`config.mk`:
```
export PLATFORM = sky130hd
export DESIGN_NAME = dmem_arbiter
export DESIGN_NICKNAME = d
export VERILOG_FILES = /design/src/rtl/dmem_arb_pkg.sv /design/src/rtl/dmem_arb_starve_cnt.sv /design/src/rtl/dmem_arbiter.sv
export SDC_FILE = /design/constraint.sdc
export NUM_CORES = 1
export LEC_CHECK = 0
export CAP_MARGIN = 20
export CORE_AREA = 2 2 115 117
export DETAILED_ROUTE_END_ITERATION = 10
export DIE_AREA = 0 0 117 119
export SLEW_MARGIN = 20
export SYNTH_ARGS = -nofsm -noshare
export SYNTH_HDL_FRONTEND = slang
export SYNTH_SLANG_ARGS = --single-unit
```
`constraint.sdc`:
```
create_clock -name clk -period 1.6 [get_ports clk]
set_input_delay 0.24 -clock clk [delete_from_list [all_inputs] [get_ports clk]]
set_output_delay 0.24 -clock clk [all_outputs]
set_load 0.02 [all_outputs]
```
`src/rtl/dmem_arb_pkg.sv`:
```
// Shared types and helpers for the data-memory arbiter between the RV32I core and the host/debug port.
package dmem_arb_pkg;

  typedef enum logic [1:0] {
    S_CORE = 2'd0,
    S_HOST = 2'd1,
    S_ACK  = 2'd2
  } arb_state_e;

  // Bits needed to hold 0..max_val inclusive; never narrower than one bit.
  function automatic int starve_cnt_w(input int max_val);
    return (max_val < 1) ? 1 : $clog2(max_val + 1);
  endfunction

endpackage

```
`src/rtl/dmem_arb_starve_cnt.sv`:
```
// Saturating counter of core memory cycles granted while a host request waits.
module dmem_arb_starve_cnt #(
  parameter int MAX = 8
) (
  input  logic clk,
  input  logic rst,
  input  logic inc,
  input  logic clr,
  output logic at_max
);
  import dmem_arb_pkg::*;

  localparam int             W     = starve_cnt_w(MAX);
  localparam logic [W-1:0]   MAX_V = W'(MAX);

  logic [W-1:0] cnt_q;
  logic [W-1:0] cnt_d;

  // Clear wins over increment so a host grant always restarts the count.
  always_comb begin
    cnt_d = cnt_q;
    if (clr) begin
      cnt_d = '0;
    end else if (inc && (cnt_q != MAX_V)) begin
      cnt_d = cnt_q + 1'b1;
    end
  end

  always_ff @(posedge clk or negedge rst) begin
    if (!rst) begin
      cnt_q <= '0;
    end else begin
      cnt_q <= cnt_d;
    end
  end

  assign at_max = (cnt_q == MAX_V);

endmodule

```
`src/rtl/dmem_arbiter.sv`:
```
// Arbitrates data_memory between the core load/store port and the host/debug port.
// Define DMEM_ARB_HOST_WRITE_EN to let the host write; otherwise host accesses are reads.
module dmem_arbiter #(
  parameter int ADDR_W     = 32,
  parameter int DATA_W     = 32,
  parameter int STARVE_MAX = 8
) (
  input  logic              clk,
  input  logic              rst,
  input  logic              core_mem_read,
  input  logic              core_mem_write,
  input  logic [ADDR_W-1:0] core_addr,
  input  logic [DATA_W-1:0] core_wdata,
  output logic [DATA_W-1:0] core_rdata,
  output logic              core_stall,
  input  logic              host_req,
  input  logic              host_we,
  input  logic [ADDR_W-1:0] host_addr,
  input  logic [DATA_W-1:0] host_wdata,
  output logic              host_ack,
  output logic [DATA_W-1:0] host_rdata,
  output logic              mem_read,
  output logic              mem_write,
  output logic [ADDR_W-1:0] mem_addr,
  output logic [DATA_W-1:0] mem_wdata,
  input  logic [DATA_W-1:0] mem_rdata,
  output logic              grant_host
);
  import dmem_arb_pkg::*;

  arb_state_e        state_q, state_d;
  logic              host_ack_q, host_ack_d;
  logic [DATA_W-1:0] host_rdata_q, host_rdata_d;

  logic core_active;
  logic host_wr;
  logic host_rd;
  logic starve_inc;
  logic starve_clr;
  logic starve_at_max;

  assign core_active = core_mem_read | core_mem_write;

`ifdef DMEM_ARB_HOST_WRITE_EN
  assign host_wr = host_we;
`else
  logic unused_host_we;
  assign unused_host_we = host_we;
  assign host_wr        = 1'b0;
`endif
  assign host_rd = ~host_wr;

  assign starve_inc = (state_q == S_CORE) && host_req && core_active;
  assign starve_clr = (state_q == S_HOST) || !host_req;

  dmem_arb_starve_cnt #(
    .MAX (STARVE_MAX)
  ) u_starve_cnt (
    .clk    (clk),
    .rst    (rst),
    .inc    (starve_inc),
    .clr    (starve_clr),
    .at_max (starve_at_max)
  );

  always_comb begin
    state_d      = state_q;
    host_ack_d   = 1'b0;
    host_rdata_d = host_rdata_q;
    mem_read     = core_mem_read;
    mem_write    = core_mem_write;
    mem_addr     = core_addr;
    mem_wdata    = core_wdata;
    core_rdata   = mem_rdata;
    core_stall   = 1'b0;
    grant_host   = 1'b0;

    case (state_q)
      S_CORE: begin
        if (host_req && (!core_active || starve_at_max)) begin
          state_d = S_HOST;
        end
      end
      S_HOST: begin
        mem_read   = host_rd;
        mem_write  = host_wr;
        mem_addr   = host_addr;
        mem_wdata  = host_wdata;
        core_rdata = '0;
        core_stall = core_active;
        grant_host = 1'b1;
        host_ack_d = 1'b1;
        if (host_rd) begin
          host_rdata_d = mem_rdata;
        end
        state_d = S_ACK;
      end
      // Ack cycle hands memory straight back to the core; host_req is not looked at.
      S_ACK: begin
        state_d = S_CORE;
      end
      default: begin
        state_d = S_CORE;
      end
    endcase
  end

  always_ff @(posedge clk or negedge rst) begin
    if (!rst) begin
      state_q      <= S_CORE;
      host_ack_q   <= 1'b0;
      host_rdata_q <= '0;
    end else begin
      state_q      <= state_d;
      host_ack_q   <= host_ack_d;
      host_rdata_q <= host_rdata_d;
    end
  end

  assign host_ack   = host_ack_q;
  assign host_rdata = host_rdata_q;

endmodule

```
# Word level (Yosys, flattened, before mapping)
# Cells that the tools add are included.
# totals
output_inout_bits,133
elab_cells,31
regBits,39
# classes
n_addsub,1
n_eq_ne,4
mux,11
reduce_logical,10
bitwise,1
# op_table
op,count
32-bit 2-to-1 mux,3
4-bit 2-to-1 mux,2
4-bit by 1-bit adder with 4-bit output (second input constant),1
4-bit equality test (second input constant),1
1-bit logical AND,4
1-bit 2-to-1 mux,4
4-bit != test (second input constant),1
2-bit case mux with 2 select lines,1
2-bit by 1-bit equality test with 1-bit output (second input constant),1
1-bit zero test,2
2-bit zero test,1
1-bit logical OR,2
2-bit 2-to-1 mux,1
2-bit by 1-bit != test with 1-bit output (second input constant),1
2-bit nonzero test,1
1-bit bitwise OR,1

# Longest topological paths before layout
# logic_depth
word_depth,6
ltp_mapped,7

# Hierarchy
# A second synthesis with hierarchy kept.
# unflattened
hier_cells,213
hier_area_um2,2766.4
# modules_own_cells
mod,area_per_inst_um2,instances,cells_each,seq_area_each_um2
dmem_arbiter,2533.7,1,189,875.8
dmem_arb_starve_cnt,232.7,1,24,100.1

# Least setup slack after synthesis
# No wires, ideal clock.
# synth_path
path_kind,reg-to-output
from,register state_q[1]
to,output port core_stall
required_time_ps,1360
n_path_buf,3
path_stages_with_launch,6
arrival_ps,1291
setup_slack_ps,69
path_cell_list,dfrtp_1 nand2b_1 buf_2 buf_4 buf_2 nor2_1
# synth_via
elab_chain_cells,2
# synth_rtl
element,line_no,source
"start, declared",dmem_arbiter.sv:31,"arb_state_e state_q, state_d;"
"start signal, assigned",dmem_arbiter.sv:114,state_q <= state_d;
2-bit by 1-bit equality test with 1-bit output,dmem_arbiter.sv:78,case (state_q)
1-bit 2-to-1 mux,dmem_arbiter.sv:78,
"end, declared",dmem_arbiter.sv:15,"output logic core_stall,"
# No other way between the ends.

# Final worst setup path
# layout_path
from,register state_q[1]
to,output port core_rdata[8]
# layout_via
elab_chain_cells,2
# layout_rtl
element,line_no,source
2-bit by 1-bit equality test with 1-bit output,dmem_arbiter.sv:78,
32-bit 2-to-1 mux,dmem_arbiter.sv:78,
"end, declared",dmem_arbiter.sv:14,"output logic [DATA_W-1:0] core_rdata,"
# No other way between the ends.

==> insert_results.sql <==
INSERT INTO impl_metrics (metric_group, metric, value, unit) VALUES
('place', 'routabilityCongestion', '0.8759', ''),
('run_status', 'run_status', 'finished, violations left', ''),
('worst_setup_path', 'crit_fanout', '12', ''),
('synthesis', 'synth_area_in_compound_gates', '0.001918', ''),
('timing', 'fin_setup_tns', '-8.906', 'ns'),
('synthesis', 'synthAdderAreaFrac', '0.009588', ''),
('floorplan', 'num_io_pins', '299', ''),
('grt', 'grtUsageTotal', '0.1961', ''),
('clock_network', 'cts_buffer_depth', '2', ''),
('run_status', 'violated_checks', 'negative setup slack', ''),
('layout', 'layout_commonest_cell', 'clkdlybuf4s50_1', ''),
('synthesis', 'netlist-cell-type-count', '20', ''),
('timing', 'postLayoutSetupSlackWorst', '-0.1279', 'ns'),
('timing', 'fin_worst_skew', '0.004539', 'ns'),
('synthesis', 'syn-cell-area', '0.002610', 'mm²'),
('worst_setup_path', 'critPathKind', 'reg -> out', ''),
('timing', 'timing_worst_slew_pin_value', '0.5320', 'ns'),
('timing', 'achievable-frequency', '578.7', 'MHz'),
('pwr', 'leakagePower', '3.389', 'nW'),
('routing', 'drc', '0', ''),
('timing', 'final-max-slew-violation-count', '0', ''),
('layout', 'utilization', '0.5448', ''),
('place', 'placed_cell_area', '0.005979', 'mm²'),
('job', 'drv.max_cap_violation_count', '0', ''),
('timing', 'max-slew-margin-rel', '0.6453', ''),
('pwr', 'power.internal', '4.831', 'mW'),
('timing', 'hold-worst-slack', '0.4669', 'ns'),
('floorplan', 'design.core.area', '0.01287', 'mm²'),
('place', 'placedCellCount', '893', ''),
('grt', 'grt_start_max_net_pins', '37', ''),
('layout', 'postLayoutCellArea', '0.007014', 'mm²'),
('layout', 'mostFrequentLayoutCells', 'clkdlybuf4s50_1 (196), nand2_1 (195), buf_6 (75)', ''),
('floorplan', 'die_area', '0.01392', 'mm²'),
('floorplan', 'fp.dieW', '117', 'µm'),
('synthesis', 'synth_xor_area_frac', '0', ''),
('synthesis', 'synth_simple_gate_area_frac', '0.5364', ''),
('routing', 'firstDrtPassIters', '4', ''),
('layout', 'layout.cells.non_filler', '924', ''),
('routing', 'route.final.wire_length', '15.34', 'mm'),
('clock_network', 'clock_sink_count', '39', ''),
('pwr', 'power.share.switching', '0.4209', ''),
('worst_setup_path', 'worst_setup_path_start_kind', 'flop', ''),
('synthesis', 'synthesis.yosys.warnings', '0', ''),
('clock_network', 'cts_tree', 'done', ''),
('layout', 'drive_gt1_frac', '0.3623', ''),
('pwr', 'clkPwrFrac', '0.117', ''),
('grt', 'first_global_vias', '3885', ''),
('synthesis', 'main_combinational_cell_family_by_area_after_synthesis', 'simple AND/OR/NAND/NOR gates', ''),
('routing', 'wire_per_inst', '16.61', 'µm'),
('floorplan', 'fp-row-count', '42', ''),
('routing', 'detailedRoute.firstIterationViolations', '237', ''),
('place', 'half_perimeter_wire_length_after_detailed_placement', '10.58', 'mm'),
('clock_network', 'clk-insertion-delay-late', '0.28', 'ns'),
('place', 'dpl_worst_slack', '-0.2632', 'ns'),
('floorplan', 'chipHeight', '119', 'µm'),
('place', 'port_buffers', '297', ''),
('timing', 'setup_viol_count_final', '99', ''),
('routing', 'routed_via_density', '4.275', ''),
('grt', 'grt_pass1_wl', '20.93', 'mm'),
('worst_setup_path', 'worst_ep_arrival_time', '1.49', 'ns'),
('clock_network', 'h-tree-depth', '2', ''),
('synthesis', 'avgSynthCellArea', '6.274', 'µm²'),
('worst_setup_path', 'crit_path_end_kind', 'primary output', ''),
('synthesis', 'synthesis.nets', '584', ''),
('grt', 'antenna_found_initial', '0', ''),
('pwr', 'total_power', '8.342', 'mW'),
('synthesis', 'post_synth_inst_count', '416', ''),
('clock_network', 'clk_slew_on_worst_s_h_paths', '0.06', 'ns'),
('routing', 'vias_post_dr', '3950', ''),
('layout', 'count_of_nets_after_finishing', '915', ''),
('timing', 'hold_viol', '0', '');
power by group through the flow:
stage | Sequential (mW) | Combinational [mW] | Clock (mW)
global route | 1.68 | 6.07 | 1.06
global placement | 1.62 | 4.73 | 0
finish | 1.63 | 5.74 | 0.975
detailed placement | 1.64 | 4.74 | 0
floorplan | 2.11 | 1.70 | 0
CTS | 1.64 | 5.26 | 1.02
worst max-delay path: stages, from the launching register on:
cell       delay [ns]
dfrtp_1          0.37
nand2b_4         0.19
buf_12           0.17
clkbuf_16        0.16
and2_1           0.15
buf_2            0.15
flip-flops by register name, summed over array words and instances (netlist names):
| register | flops |
|---|---|
| u_starve_cnt.cnt_q | 4 |
| host_rdata | 32 |
| state_q | 2 |
| host_ack | 1 |
layer usage:
| layer | up-vias | wire [µm] | global-route usage |
|---|---|---|---|
| met2 | 201 | 7080 | 0.3280 |
| met5 | - | 0 | 0 |
| met3 | 28 | 1710 | 0.07125 |
| met1 | 1806 | 6067 | 0.2353 |
| li1 | 1915 | - | - |
| met4 | 0 | 486 | 0.05368 |
layout make-up:
class / count / area [µm²] / share of cell area
multi-input cells: 346 / 1878 / 0.2677
well taps: 176 / 220.2 / 0.03139
clock buffers: 5 / 125.1 / 0.01784
inverters: 4 / 22.52 / 0.003211
clock inverters: 3 / 20.02 / 0.002854
flip-flops and latches: 39 / 975.9 / 0.1391
repair buffers: 351 / 3772 / 0.5378
cell usage after synthesis:
| cell type | number | area, µm² |
|---|---|---|
| nand3_1 | 8 | 40.04 |
| buf_2 | 17 | 85.08 |
| mux2i_1 | 4 | 40.04 |
| clkbuf_1 | 4 | 15.01 |
| buf_6 | 1 | 11.26 |
| inv_2 | 1 | 3.750 |
| nor4_2 | 1 | 12.51 |
| nor4_1 | 1 | 6.260 |
| dfrtp_1 | 39 | 975.9 |
| inv_1 | 3 | 11.26 |
| nand2_1 | 288 | 1081 |
| and3b_1 | 1 | 8.760 |
| ha_1 | 2 | 25.02 |
| nor2_1 | 2 | 7.510 |
| buf_4 | 5 | 37.54 |
| and2_1 | 33 | 206.5 |
| a21oi_1 | 1 | 5.000 |
| nor4b_1 | 2 | 17.52 |
| nand3b_1 | 1 | 7.510 |
| nand2b_1 | 2 | 12.51 |
path summary, 6_finish.rpt:
kind	start	to	slack, ns	cells past startpoint
max	state_q[1]$_DFFE_PN0P_	core_rdata[8]	-0.13	5
min	rst	host_rdata[0]$_DFFE_PN0P_	0.47	2
min reg2reg	host_rdata[9]$_DFFE_PN0P_	host_rdata[9]$_DFFE_PN0P_	0.47	2
max in group asynchronous	rst	host_rdata[25]$_DFFE_PN0P_	0.64	3
max reg2reg	u_starve_cnt.cnt_q[0]$_DFFE_PN0P_	u_starve_cnt.cnt_q[1]$_DFFE_PN0P_	0.16	6
min in group clk	host_rdata[9]$_DFFE_PN0P_	host_rdata[9]$_DFFE_PN0P_	0.47	2
cell families after synthesis:
family / after synthesis
AO/OA/AOI/OAI: 1
adder cells (fa/ha/maj): 2
buffers and inverters: 31
flip-flops: 39
multiplexers: 4
AND/OR/NAND/NOR: 339
timing repair:
| action | CTS | global route |
|---|---|---|
| resized for setup | 575 | 112 |
| gates cloned | 7 | 6 |
| setup endpoints to repair | 100 | 100 |
| endpoints found under the hold margin | 19 | 0 |
| setup buffers | 5 | 4 |
| pin swaps | 23 | 22 |
| hold buffers | 1 | 0 |
Power figures use the tool's default switching activity.
